===== config.mk =====
export PLATFORM = sky130hd
export DESIGN_NAME = uart_tx
export DESIGN_NICKNAME = d
export VERILOG_FILES = /design/src/rtl/uart_tx_pkg.sv /design/src/rtl/uart_tx_counter.sv /design/src/rtl/uart_tx.sv
export SDC_FILE = /design/constraint.sdc
export NUM_CORES = 1
export LEC_CHECK = 0
export ABC_AREA = 1
export CELL_PAD_IN_SITES_DETAIL_PLACEMENT = 0
export CELL_PAD_IN_SITES_GLOBAL_PLACEMENT = 1
export CORE_MARGIN = 4
export CORE_UTILIZATION = 45
export CTS_CLUSTER_DIAMETER = 80
export CTS_CLUSTER_SIZE = 20
export DETAILED_ROUTE_END_ITERATION = 16
export HOLD_SLACK_MARGIN = 0.05
export PLACE_DENSITY = 0.83
export SYNTH_ARGS = -nofsm -noshare
export SYNTH_HDL_FRONTEND = slang
export SYNTH_SLANG_ARGS = --single-unit

===== constraint.sdc =====
create_clock -name clk -period 4 [get_ports clk]
set_clock_uncertainty 0.1 [all_clocks]
set_input_delay 0.6 -clock clk [delete_from_list [all_inputs] [get_ports clk]]
set_output_delay 0.6 -clock clk [all_outputs]
set_load 0.1 [all_outputs]

===== src/rtl/uart_tx_pkg.sv =====
// Shared UART definitions: bit-period rounding (common with the receiver),
// frame length and transmitter FSM encodings.
package uart_tx_pkg;

  localparam int FRAME_BITS = 10;

  typedef enum logic [1:0] {
    IDLE  = 2'd0,
    START = 2'd1,
    DATA  = 2'd2,
    STOP  = 2'd3
  } state_t;

  // Clocks per bit, rounded to nearest so TX and RX pick the same period.
  function automatic int calc_div(input int f, input int baud);
    return (f + baud / 2) / baud;
  endfunction

endpackage


===== src/rtl/uart_tx_counter.sv =====
// Free-running modulo-N counter; ovf pulses on the last count and is used
// as the bit strobe by the UART.
module uart_tx_counter #(
  parameter int N = 69,
  localparam int W = (N > 1) ? $clog2(N) : 1
) (
  input  logic         clk,
  input  logic         rst,
  input  logic         clr,
  input  logic         en,
  output logic [W-1:0] cnt,
  output logic         ovf
);

  assign ovf = en && (cnt == W'(N - 1));

  always_ff @(posedge clk or negedge rst) begin
    if (!rst)     cnt <= '0;
    else if (clr) cnt <= '0;
    else if (en)  cnt <= ovf ? '0 : cnt + 1'b1;
  end

endmodule


===== src/rtl/uart_tx.sv =====
// 8N1 UART transmitter with valid/ready byte input. tx is the LSB of a
// registered shift register, so the line only changes on clock edges.
module uart_tx
  import uart_tx_pkg::*;
#(
  parameter int F    = 8000000,
  parameter int BAUD = 115200
) (
  input  logic       clk,
  input  logic       rst,
  input  logic [7:0] data,
  input  logic       valid,
  output logic       ready,
  output logic       tx,
  output logic       busy
);

  localparam int DIV = calc_div(F, BAUD);
  localparam int TW  = (DIV > 1) ? $clog2(DIV) : 1;

  if (DIV < 2) begin : g_div_check
    $error("uart_tx: F/BAUD gives fewer than 2 clocks per bit");
  end

  state_t                state;
  logic [FRAME_BITS-1:0] shreg;
  logic [2:0]            idx;
  logic [TW-1:0]         cnt;
  logic                  tick;
  logic                  accept;

  assign accept = valid && ready;
  assign tx     = shreg[0];

  // Clearing on acceptance aligns every bit boundary to the accept edge.
  uart_tx_counter #(.N(DIV)) u_bit_timer (
    .clk (clk),
    .rst (rst),
    .clr (accept),
    .en  (1'b1),
    .cnt (cnt),
    .ovf (tick)
  );

  always_ff @(posedge clk or negedge rst) begin
    if (!rst) begin
      state <= IDLE;
      shreg <= '1;
      idx   <= '0;
      ready <= 1'b1;
      busy  <= 1'b0;
    end else if (accept) begin
      state <= START;
      shreg <= {1'b1, data, 1'b0};
      idx   <= '0;
      ready <= 1'b0;
      busy  <= 1'b1;
    end else begin
      unique case (state)
        IDLE: ;
        START: if (tick) begin
          state <= DATA;
          idx   <= '0;
          shreg <= {1'b1, shreg[FRAME_BITS-1:1]};
        end
        DATA: if (tick) begin
          shreg <= {1'b1, shreg[FRAME_BITS-1:1]};
          if (idx == 3'd7) state <= STOP;
          else             idx   <= idx + 3'd1;
        end
        STOP: begin
          if (tick) begin
            state <= IDLE;
            busy  <= 1'b0;
            ready <= 1'b1;
          end else if (cnt == TW'(DIV - 2)) begin
            // Open the handshake for the final stop cycle so frames can abut.
            ready <= 1'b1;
          end
        end
      endcase
    end
  end

endmodule


==> flow_summary.json <==
{
  "status": "finished, final reports clean",
  "grt_overflow": 0,
  "syn_area_um2": 1320,
  "antenna_left": 0,
  "met1_length_um": 1100,
  "cp-end-kind": "output port",
  "numCtsBuffers": 3,
  "post-place-ws_ps": 1650,
  "postCtsSetupRepairBufs": 0,
  "wl_met3_um": 65,
  "tightestPinTransition_ps": 1020,
  "ff_latch_area_um2": 588,
  "synthCells": 158,
  "first_iter_violations": 46,
  "clk_latency_ps": 310,
  "grt_pass1_wl_um": 4260,
  "grt_pass1_vias": 1023,
  "ys_ff_latch": 23,
  "vias_per_cell": 5.29,
  "port_buffers": 13,
  "finalCritPeriodShare_pct": 67.8,
  "synthMuxAreaShare_pct": 0,
  "slew_headroom_pct": 32.0,
  "multi_input_area_um2": 643,
  "hp-class": "reg2reg",
  "start_util_pct": 47.5,
  "tritoncts": "done",
  "peakVddDrop_v": 0.000304,
  "avgSynthCellArea_um2": 8.36,
  "fin_area_um2": 1500,
  "root_buffer": "clkbuf_4",
  "fin_util_pct": 53.8,
  "grt_max_degree": 27,
  "firstDrtPassIters": 4,
  "synthAdderAreaFrac_pct": 7.58,
  "fp.coreArea_um2": 2780,
  "cts_hold_buffers": 0,
  "ys_warn_count": 0,
  "path_max_fanout": 3,
  "crit_type": "reg2out",
  "synth_top_family_by_area": "simple AND/OR/NAND/NOR gates",
  "met2WireLength_um": 1240,
  "timing.fmax_ghz": 0.369,
  "final_max_slew_viol_count": 0,
  "yosys.area_share.xor_xnor_pct": 0.663,
  "post_dp_cell_area_um2": 1470,
  "layout.nets": 191,
  "fp.dieArea_um2": 3870,
  "p_leak_nw": 0.736,
  "ys_types": 27,
  "crit_required_ps": 3300,
  "seq_area_frac_synth_pct": 44.5,
  "rows": 19,
  "drive_above_1_share_pct": 17.5,
  "cpMaxStageDelayCell": "clkdlybuf4s50_1",
  "antenna_cells": 0,
  "crit_family": "buffers and inverters",
  "mostFrequentLayoutCells": "nand2_1 (33), nand3_1 (33), inv_1 (14)",
  "io_pins": 14,
  "drc": 0,
  "wl_um": 2420,
  "areaGrowthSynthToFinish_pct": 13.2,
  "synth_compound_area_share_pct": 3.50,
  "layoutNonFillerInstCount": 202,
  "cts.clk_slew.worst_paths_ps": 140,
  "start_kind": "flip-flop",
  "finalHoldViolations": 0,
  "cp.arrival_ps": 2010,
  "placed_cells": 198,
  "htreeDepth": 1,
  "setup_violations": 0,
  "antenna_found_initial": 0,
  "final.setup.tns_ps": 0,
  "cts_resized": 0,
  "crit_buf_inv": 1,
  "power_density_nw_per_um2": 589,
  "yosys.area_share.simple_pct": 36.9,
  "die_w_um": 62.2,
  "routed.top_layer": "met4",
  "fp.dieH_um": 62.2,
  "clock_sinks": 23,
  "gp_congestion": 0.800,
  "rsz0062_at_grt": "false",
  "fillers": 276,
  "drv_cap": 0,
  "fin_ws_ps": 1290,
  "synth.net_count": 177,
  "period_minus_slack_ps": 2710,
  "hpwl_um": 1820,
  "path_cells": "clkdlybuf4s50_1",
  "wl_per_cell_um": 12.0,
  "cts.path.max_buffers": 2,
  "via_count": 1068,
  "cpPeakStageDelay_ps": 1130,
  "grt_usage_pct": 13.2
}
registers in the layout (all words and copies together), names as in the netlist:
name             flops
idx                  3
ready                1
shreg                9
state                2
u_bit_timer.cnt      7
busy                 1
where the power goes:
| group | total, mW | switching, mW | internal, mW |
|---|---|---|---|
| sequential | 0.393 | 0.0670 | 0.326 |
| clock | 0.109 | 0.0718 | 0.0373 |
| combinational | 0.378 | 0.230 | 0.148 |
| total | 0.880 | 0.369 | 0.511 |
per-stage QoR:
| stage | total power, mW | hold WS (ps) |
|---|---|---|
| 5_1_grt | 0.963 | 422 |
| 2_1_floorplan | 0.701 | 204 |
| 3_5_place_dp | 0.776 | 366 |
| 6_report | 0.880 | 390 |
| 4_1_cts | 0.888 | 396 |
| 3_3_place_gp | 0.762 | 358 |
synthesized netlist by cell type (all sizes together):
master / n / area share [%]
nand2: 39 / 13
nand3: 35 / 15
inv: 18 / 5.1
nor2: 16 / 6.5
dfrtp: 13 / 25
dfstp: 10 / 20
ha: 8 / 7.6
buf: 4 / 1.7
nor3: 4 / 1.9
a21oi: 3 / 1.1
nand4: 2 / 0.95
o21ai: 2 / 0.76
a31oi: 1 / 0.47
o211ai: 1 / 0.57
o31ai: 1 / 0.57
xnor2: 1 / 0.66
layer usage:
metal  track usage [%]  up-vias
met5                 0        -
met2              24.5       16
met3              2.16        2
met1              15.2      507
met4              4.07        0
li1                  -      543
area by class of cell:
| type | instances | area share [%] |
|---|---|---|
| clock buffer | 3 | 1.51 |
| inverter | 18 | 4.52 |
| clock inverter | 1 | 0.335 |
| tap | 31 | 2.59 |
| multi-input combinational | 113 | 43.0 |
| timing repair buffer | 13 | 8.70 |
| sequential | 23 | 39.3 |
final timing paths:
kind,slack (ps),to,depth (start not counted),from
hold reg to reg,390,busy,2,busy
setup / recovery,1290,ready,1,ready
max in group asynchronous,2460,busy,1,rst
min in group asynchronous,730,u_bit_timer.cnt[0],1,rst
setup reg to reg,2210,state[1],7,ready
hold / removal,390,busy,2,busy
cell families (layout without fill, tap and decap cells):
logic type               count (synthesis)  count (layout)
AND/OR/NAND/NOR                         96              96
flip-flops                              23              23
buffers and inverters                   22              35
adder cells (fa/ha/maj)                  8               8
AO/OA/AOI/OAI                            8               8
XOR/XNOR                                 1               1
Power figures use the tool's default switching activity.
